==> config.mk <==
export PLATFORM = sky130hd
export DESIGN_NAME = alu_op_issue_flat
export DESIGN_NICKNAME = d
export VERILOG_FILES = /design/src/rtl/alu_op_issue_if.sv /design/src/rtl/alu_op_issue.sv /design/src/flat_wrapper.sv
export SDC_FILE = /design/constraint.sdc
export NUM_CORES = 1
export LEC_CHECK = 0
export ABC_AREA = 1
export CORE_UTILIZATION = 29
export CTS_BUF_LIST = sky130_fd_sc_hd__clkbuf_2
export DETAILED_ROUTE_END_ITERATION = 8
export GPL_TIMING_DRIVEN = 0
export MAX_ROUTING_LAYER = met4
export PLACE_DENSITY = 0.6
export SYNTH_ARGS = -nofsm -noshare
export SYNTH_HDL_FRONTEND = slang
export SYNTH_SLANG_ARGS = --single-unit
export TNS_END_PERCENT = 5
==> constraint.sdc <==
create_clock -name clk -period 1.5 [get_ports clk]
set_input_delay 0.3 -clock clk [delete_from_list [all_inputs] [get_ports clk]]
set_output_delay 0.3 -clock clk [all_outputs]
set_load 0.02 [all_outputs]
==> src/rtl/alu_op_issue_if.sv <==
// Instruction-in / decoded-op-out handshake bundle for the ALU issue stage.
// master drives instructions and out_ready; slave is the issue stage.
interface alu_op_issue_if #(
  parameter int DATA_WIDTH = 32,
  parameter int REG_ADDR_W = 5
);
  logic                  in_valid;
  logic                  in_ready;
  logic [DATA_WIDTH-1:0] in_instr;
  logic [DATA_WIDTH-1:0] in_pc;

  logic                  out_valid;
  logic                  out_ready;
  logic [3:0]            out_control;
  logic [1:0]            out_srca_sel;
  logic                  out_srcb_sel;
  logic [DATA_WIDTH-1:0] out_imm;
  logic [REG_ADDR_W-1:0] out_rd;
  logic [REG_ADDR_W-1:0] out_rs1;
  logic [REG_ADDR_W-1:0] out_rs2;
  logic                  out_reg_write;
  logic                  out_is_branch;
  logic [2:0]            out_br_funct3;
  logic                  out_illegal;
  logic [DATA_WIDTH-1:0] out_pc;

  modport master (
    output in_valid, in_instr, in_pc, out_ready,
    input  in_ready, out_valid, out_control, out_srca_sel, out_srcb_sel, out_imm,
           out_rd, out_rs1, out_rs2, out_reg_write, out_is_branch, out_br_funct3,
           out_illegal, out_pc
  );

  modport slave (
    input  in_valid, in_instr, in_pc, out_ready,
    output in_ready, out_valid, out_control, out_srca_sel, out_srcb_sel, out_imm,
           out_rd, out_rs1, out_rs2, out_reg_write, out_is_branch, out_br_funct3,
           out_illegal, out_pc
  );
endinterface

==> src/rtl/alu_op_issue.sv <==
// RV32I decode/issue stage: 1-cycle accept-to-output latency, full throughput.
// Back-pressure absorbed by a skid entry; in_ready = !skid_vld (registered).
module alu_op_issue #(
  parameter int DATA_WIDTH = 32,
  parameter int REG_ADDR_W = 5
) (
  input  logic            clk,
  input  logic            rstn,
  alu_op_issue_if.slave   bus
);

  typedef enum logic [3:0] {
    ALU_ADD  = 4'b0000, ALU_SUB = 4'b0001, ALU_SLL = 4'b0010, ALU_SLT = 4'b0011,
    ALU_SLTU = 4'b0100, ALU_XOR = 4'b0101, ALU_SRL = 4'b0110, ALU_SRA = 4'b0111,
    ALU_OR   = 4'b1000, ALU_AND = 4'b1001
  } alu_ctrl_e;

  localparam logic [6:0] OPC_OP     = 7'b0110011;
  localparam logic [6:0] OPC_OPIMM  = 7'b0010011;
  localparam logic [6:0] OPC_LUI    = 7'b0110111;
  localparam logic [6:0] OPC_AUIPC  = 7'b0010111;
  localparam logic [6:0] OPC_JAL    = 7'b1101111;
  localparam logic [6:0] OPC_JALR   = 7'b1100111;
  localparam logic [6:0] OPC_BRANCH = 7'b1100011;
  localparam logic [6:0] OPC_LOAD   = 7'b0000011;
  localparam logic [6:0] OPC_STORE  = 7'b0100011;

  typedef struct packed {
    logic [3:0]            control;
    logic [1:0]            srca_sel;
    logic                  srcb_sel;
    logic [DATA_WIDTH-1:0] imm;
    logic [REG_ADDR_W-1:0] rd;
    logic [REG_ADDR_W-1:0] rs1;
    logic [REG_ADDR_W-1:0] rs2;
    logic                  reg_write;
    logic                  is_branch;
    logic [2:0]            br_funct3;
    logic                  illegal;
    logic [DATA_WIDTH-1:0] pc;
  } op_t;

  function automatic logic [3:0] f3_ctrl(input logic [2:0] f3);
    case (f3)
      3'b000:  f3_ctrl = ALU_ADD;
      3'b001:  f3_ctrl = ALU_SLL;
      3'b010:  f3_ctrl = ALU_SLT;
      3'b011:  f3_ctrl = ALU_SLTU;
      3'b100:  f3_ctrl = ALU_XOR;
      3'b101:  f3_ctrl = ALU_SRL;
      3'b110:  f3_ctrl = ALU_OR;
      default: f3_ctrl = ALU_AND;
    endcase
  endfunction

  op_t               dec;
  op_t               op_q;
  op_t               skid_q;
  logic              op_vld;
  logic              skid_vld;
  logic              accept;
  logic [31:0]       ins;
  logic [2:0]        f3;
  logic [6:0]        f7;
  logic signed [31:0] imm32;
  logic              ill;

  always_comb begin
    dec           = '0;
    imm32         = '0;
    ill           = 1'b0;
    ins           = bus.in_instr[31:0];
    f3            = ins[14:12];
    f7            = ins[31:25];
    dec.rd        = REG_ADDR_W'(ins[11:7]);
    dec.rs1       = REG_ADDR_W'(ins[19:15]);
    dec.rs2       = REG_ADDR_W'(ins[24:20]);
    dec.br_funct3 = f3;
    dec.pc        = bus.in_pc;
    dec.control   = ALU_ADD;
    case (ins[6:0])
      OPC_OP: begin
        dec.reg_write = 1'b1;
        if (f7 == 7'b0000000)                       dec.control = f3_ctrl(f3);
        else if (f7 == 7'b0100000 && f3 == 3'b000)  dec.control = ALU_SUB;
        else if (f7 == 7'b0100000 && f3 == 3'b101)  dec.control = ALU_SRA;
        else                                        ill = 1'b1;
      end
      OPC_OPIMM: begin
        dec.srcb_sel  = 1'b1;
        dec.reg_write = 1'b1;
        dec.control   = f3_ctrl(f3);
        imm32         = {{20{ins[31]}}, ins[31:20]};
        // Shift-immediates carry funct7 in imm[11:5]; only shamt reaches the ALU.
        if (f3 == 3'b001) begin
          imm32 = {27'b0, ins[24:20]};
          if (f7 != 7'b0000000) ill = 1'b1;
        end else if (f3 == 3'b101) begin
          imm32 = {27'b0, ins[24:20]};
          if (f7 == 7'b0100000)      dec.control = ALU_SRA;
          else if (f7 != 7'b0000000) ill = 1'b1;
        end
      end
      OPC_LUI, OPC_AUIPC: begin
        dec.srca_sel  = (ins[6:0] == OPC_LUI) ? 2'b10 : 2'b01;
        dec.srcb_sel  = 1'b1;
        dec.reg_write = 1'b1;
        imm32         = {ins[31:12], 12'b0};
      end
      OPC_JAL: begin
        dec.srca_sel  = 2'b01;
        dec.srcb_sel  = 1'b1;
        dec.reg_write = 1'b1;
        imm32         = {{11{ins[31]}}, ins[31], ins[19:12], ins[20], ins[30:21], 1'b0};
      end
      OPC_JALR: begin
        dec.srcb_sel  = 1'b1;
        dec.reg_write = 1'b1;
        imm32         = {{20{ins[31]}}, ins[31:20]};
        if (f3 != 3'b000) ill = 1'b1;
      end
      OPC_BRANCH: begin
        dec.is_branch = 1'b1;
        imm32         = {{19{ins[31]}}, ins[31], ins[7], ins[30:25], ins[11:8], 1'b0};
        case (f3[2:1])
          2'b00:   dec.control = ALU_SUB;
          2'b10:   dec.control = ALU_SLT;
          2'b11:   dec.control = ALU_SLTU;
          default: ill = 1'b1;
        endcase
      end
      OPC_LOAD: begin
        dec.srcb_sel  = 1'b1;
        dec.reg_write = 1'b1;
        imm32         = {{20{ins[31]}}, ins[31:20]};
      end
      OPC_STORE: begin
        dec.srcb_sel  = 1'b1;
        imm32         = {{20{ins[31]}}, ins[31:25], ins[11:7]};
      end
      default: ill = 1'b1;
    endcase
    dec.imm = DATA_WIDTH'(imm32);
    // Illegal ops still flow downstream, but must be architecturally inert.
    if (ill) begin
      dec.illegal   = 1'b1;
      dec.control   = ALU_ADD;
      dec.reg_write = 1'b0;
      dec.is_branch = 1'b0;
      dec.srca_sel  = 2'b00;
      dec.srcb_sel  = 1'b0;
      dec.imm       = '0;
    end
  end

  assign accept = bus.in_valid && !skid_vld;

  always_ff @(posedge clk) begin
    if (!rstn) begin
      op_q     <= '0;
      skid_q   <= '0;
      op_vld   <= 1'b0;
      skid_vld <= 1'b0;
    end else if (!op_vld || bus.out_ready) begin
      // accept and skid_vld are exclusive, so at most one source loads the output.
      if (skid_vld) begin
        op_q     <= skid_q;
        op_vld   <= 1'b1;
        skid_vld <= 1'b0;
      end else if (accept) begin
        op_q   <= dec;
        op_vld <= 1'b1;
      end else begin
        op_vld <= 1'b0;
      end
    end else if (accept) begin
      skid_q   <= dec;
      skid_vld <= 1'b1;
    end
  end

  assign bus.in_ready      = !skid_vld;
  assign bus.out_valid     = op_vld;
  assign bus.out_control   = op_q.control;
  assign bus.out_srca_sel  = op_q.srca_sel;
  assign bus.out_srcb_sel  = op_q.srcb_sel;
  assign bus.out_imm       = op_q.imm;
  assign bus.out_rd        = op_q.rd;
  assign bus.out_rs1       = op_q.rs1;
  assign bus.out_rs2       = op_q.rs2;
  assign bus.out_reg_write = op_q.reg_write;
  assign bus.out_is_branch = op_q.is_branch;
  assign bus.out_br_funct3 = op_q.br_funct3;
  assign bus.out_illegal   = op_q.illegal;
  assign bus.out_pc        = op_q.pc;

endmodule

==> src/flat_wrapper.sv <==
// flat-port wrapper written by rule: the top's interface ports become plain ports
module alu_op_issue_flat 
#(
  parameter int DATA_WIDTH = 32,
  parameter int REG_ADDR_W = 5
)
  (clk, rstn, bus_in_valid, bus_in_instr, bus_in_pc, bus_out_ready, bus_in_ready, bus_out_valid, bus_out_control, bus_out_srca_sel, bus_out_srcb_sel, bus_out_imm, bus_out_rd, bus_out_rs1, bus_out_rs2, bus_out_reg_write, bus_out_is_branch, bus_out_br_funct3, bus_out_illegal, bus_out_pc);
  alu_op_issue_if #(.DATA_WIDTH(DATA_WIDTH), .REG_ADDR_W(REG_ADDR_W)) bus_i ();
  input  logic clk;
  input  logic rstn;
  input wire logic [$bits(bus_i.in_valid)-1:0] bus_in_valid;
  input wire logic [$bits(bus_i.in_instr)-1:0] bus_in_instr;
  input wire logic [$bits(bus_i.in_pc)-1:0] bus_in_pc;
  input wire logic [$bits(bus_i.out_ready)-1:0] bus_out_ready;
  output wire logic [$bits(bus_i.in_ready)-1:0] bus_in_ready;
  output wire logic [$bits(bus_i.out_valid)-1:0] bus_out_valid;
  output wire logic [$bits(bus_i.out_control)-1:0] bus_out_control;
  output wire logic [$bits(bus_i.out_srca_sel)-1:0] bus_out_srca_sel;
  output wire logic [$bits(bus_i.out_srcb_sel)-1:0] bus_out_srcb_sel;
  output wire logic [$bits(bus_i.out_imm)-1:0] bus_out_imm;
  output wire logic [$bits(bus_i.out_rd)-1:0] bus_out_rd;
  output wire logic [$bits(bus_i.out_rs1)-1:0] bus_out_rs1;
  output wire logic [$bits(bus_i.out_rs2)-1:0] bus_out_rs2;
  output wire logic [$bits(bus_i.out_reg_write)-1:0] bus_out_reg_write;
  output wire logic [$bits(bus_i.out_is_branch)-1:0] bus_out_is_branch;
  output wire logic [$bits(bus_i.out_br_funct3)-1:0] bus_out_br_funct3;
  output wire logic [$bits(bus_i.out_illegal)-1:0] bus_out_illegal;
  output wire logic [$bits(bus_i.out_pc)-1:0] bus_out_pc;
  assign bus_i.in_valid = bus_in_valid;
  assign bus_i.in_instr = bus_in_instr;
  assign bus_i.in_pc = bus_in_pc;
  assign bus_i.out_ready = bus_out_ready;
  assign bus_in_ready = bus_i.in_ready;
  assign bus_out_valid = bus_i.out_valid;
  assign bus_out_control = bus_i.out_control;
  assign bus_out_srca_sel = bus_i.out_srca_sel;
  assign bus_out_srcb_sel = bus_i.out_srcb_sel;
  assign bus_out_imm = bus_i.out_imm;
  assign bus_out_rd = bus_i.out_rd;
  assign bus_out_rs1 = bus_i.out_rs1;
  assign bus_out_rs2 = bus_i.out_rs2;
  assign bus_out_reg_write = bus_i.out_reg_write;
  assign bus_out_is_branch = bus_i.out_is_branch;
  assign bus_out_br_funct3 = bus_i.out_br_funct3;
  assign bus_out_illegal = bus_i.out_illegal;
  assign bus_out_pc = bus_i.out_pc;
  alu_op_issue #(.DATA_WIDTH(DATA_WIDTH), .REG_ADDR_W(REG_ADDR_W)) u_core (.clk(clk), .rstn(rstn), .bus(bus_i));
endmodule
==> flow_metrics.py <==
metrics = {
    "detailed_routing": {
        "vias_per_cell": 4.83,
        "wl_per_cell_microns": 15.9,
        "ant_nets": 0,
        "num_vias": 8968,
        "drt_pass1_iterations": 7,
        "drc": 0,
        "drt_iter0_drc": 749,
        "wl_microns": 29500,
    },
    "yosys": {
        "netlist-cell-type-count": 29,
        "async_flop_share": 0,
        "ys_ff_latch": 186,
        "yosys.area.top_type": "dfxtp_1",
        "netlist_area_sq_um": 8470,
        "synth-main-ff-cell": "dfxtp_1",
        "synth_edf_count": 0,
        "seq_area_frac_synth": 0.440,
        "yosys_warnings": 0,
        "synthCells": 1241,
        "avgSynthCellArea_sq_um": 6.82,
        "synth_area_leaders": "dfxtp_1, nand2_1, o21ai_0, nor2_1, a21oi_1",
        "synth_top_area_frac": 0.440,
        "synth_nets": 1309,
    },
    "finish": {
        "areaGrowthSynthToFinish_pct": 40.1,
        "stdcell_count": 1856,
        "num-nets-final": 1525,
        "drive_gt1_frac": 0.236,
        "fin_area_sq_um": 11900,
    },
    "sta": {
        "hold_viol": 0,
        "fin_skew_ns": 0.0786,
        "finalSetupViolCount": 205,
        "slew_headroom": 0.605,
        "slew_viol_final": 0,
        "rsz0062_at_grt": "true",
        "whs_ns": 0.0726,
        "fin_crit_sh": 1.33,
        "fin_ws_ns": -0.501,
        "max_slew.worst_pin.slew_ns": 0.592,
        "max_freq_mhz": 500,
        "fin_crit_ns": 2.00,
    },
    "global_route": {
        "grt_pass1_vias": 8460,
        "antenna_found_initial": 1,
        "grt_pass1_wl_microns": 46900,
        "grt_max_degree": 24,
        "grt_overflow": 0,
        "grt_usage": 0.204,
    },
    "cts": {
        "cts_sinks": 186,
        "cts_root_buf": "clkbuf_2",
        "htreeDepth": 4,
        "cts_buffer_depth": 2,
        "clkLatencyLatePin_ns": 0.85,
        "cts_buffers": 17,
        "tritoncts": "yes",
        "path_clk_slew_ns": 0.40,
    },
    "floorplan": {
        "rows": 62,
        "fp.coreArea_sq_um": 28700,
        "die_width_microns": 173,
        "die_area_sq_um": 29900,
        "io_pins": 162,
        "initial_core_util": 0.295,
        "fp.dieH_microns": 173,
    },
    "power": {
        "p_per_area_nw_per_um2": 851,
        "p_leak_nw": 5.27,
        "ir_drop_uv": 517,
    },
    "worst_setup_path": {
        "crit_type": "reg2out",
        "end_kind": "output port",
        "worstPathArrival_ns": 1.70,
        "cp-start-kind": "register",
        "critical_path_required_ns": 1.20,
        "r2r_cells": 5,
        "cp_max_fo": 2,
    },
    "worst_hold_path": {
        "min_path_type": "in2reg",
        "min_path_cells": 3,
    },
    "status": {
        "violations": "negative setup slack",
        "status": "finished, violations left",
    },
    "placed_design": {
        "dpl-instance-area_sq_um": 10600,
        "post-place-ws_ns": -1.15,
        "gp_congestion": 0.878,
        "portBuffers": 161,
        "dp_cells": 1786,
        "hpwl_microns": 21500,
    },
    "flow_run": {
        "cap_viol_max_count": 0,
    },
}
[layout by cell type (no fill, tap or decap), types with 3 or more instances in the layout]
| master | count |
|---|---|
| clkbuf_1 | 26 |
| buf_2 | 11 |
| dfxtp_1 | 92 |
| o21ai_1 | 4 |
| nand2_1 | 268 |
| buf_4 | 16 |
| clkdlybuf4s50_1 | 63 |
| o21ai_0 | 161 |
| a31oi_1 | 50 |
| nand3_1 | 52 |
| inv_1 | 55 |
| nor2_1 | 200 |
| inv_12 | 5 |
| dlygate4sd3_1 | 33 |
| nand2_2 | 7 |
| dfxtp_2 | 93 |
| nor2_2 | 4 |
| clkbuf_8 | 13 |
| nand3_2 | 20 |
| inv_2 | 11 |
| clkbuf_4 | 5 |
| clkbuf_2 | 32 |
| clkinv_8 | 6 |
| a21oi_1 | 106 |
| buf_8 | 7 |
| buf_6 | 96 |
| buf_12 | 3 |
| nor2_4 | 7 |
| inv_6 | 3 |
[final timing paths]
check | end | start | slack [ns]
setup / recovery | bus_in_ready | u_core.skid_vld | -0.50
hold / removal | u_core.bus.out_rd[4] | bus_in_instr[11] | 0.07
setup reg to reg | u_core.bus.out_pc[7] | u_core.skid_vld | -0.20
hold reg to reg | u_core.bus.out_pc[6] | u_core.skid_q[6] | 0.44
[routing by layer]
metal,up-vias,part of all wire,wire length [microns],global-route usage
li1,4501,-,-,-
met3,36,0.046,1360,0.0288
met4,0,0.019,547,0.0564
met2,257,0.46,13600,0.323
met5,-,0,0,-
met1,4174,0.47,14000,0.270
[synthesized netlist by cell type (2+ instances only)]
library cell and count:
a21oi_1 106, a31oi_1 50, buf_1 4, buf_2 10
buf_4 2, buf_6 3, clkbuf_1 76, dfxtp_1 186
inv_1 60, inv_2 7, nand2_1 271, nand2_2 4
nand3_1 54, nand3_2 18, nand3b_1 2, nand4_2 2
nor2_1 203, nor2_2 6, nor2_4 2, nor3_1 3
o21ai_0 163, o21ai_1 2
[flip-flops by register name, summed over array words and instances, names as in the netlist, 2 cells and up]
name                      flops
u_core.bus.out_imm           32
u_core.bus.out_pc            32
u_core.bus.out_rd             5
u_core.bus.out_srca_sel       2
u_core.bus.out_rs2            5
u_core.skid_q                92
u_core.bus.out_control        4
u_core.bus.out_rs1            5
u_core.bus.out_br_funct3      3
[what timing repair did]
action	4_1_cts	5_1_grt
setup endpoints to repair	278	272
resized for setup	778	37
endpoints found under the hold margin	45	6
setup buffers	3	1
cloned	0	0
pin swaps	2	0
hold buffers	28	5
[critical path, stage by stage, from the launching register on]
cell,delay [ns]
dfxtp_4,0.44
inv_2,0.04
buf_8,0.11
clkbuf_16,0.13
buf_8,0.12
[layout make-up]
type | instances | area, sq um
antenna | 2 | 5.00
buffer | 96 | 751
clock buffer | 17 | 85.1
clock inverter | 15 | 216
fill | 2981 | 16800
inverter | 67 | 254
multi-input combinational | 891 | 4140
sequential | 186 | 3840
tap | 384 | 480
timing repair buffer | 198 | 2090
[cell families after synthesis]
group           share of synthesized area
simple gates                        0.281
compound gates                      0.201
buf+inv                            0.0792
flops                               0.440
[report_power, final]
part / switching (mW) / total (mW) / internal (mW)
logic: 0.963 / 1.76 / 0.796
clock network: 2.29 / 2.96 / 0.677
registers: 0.145 / 5.37 / 5.23
[metrics by stage]
step,power [mW],util,TNS [ns]
CTS,10.1,0.409,-27.57
global placement,6.94,0.369,-155.54
detailed placement,6.96,0.369,-155.54
floorplan,6.18,-,-0.586
finish,10.1,0.413,-30.12
global route,10.6,0.413,-51.83
No activity file was read; power rests on OpenSTA's default activity.
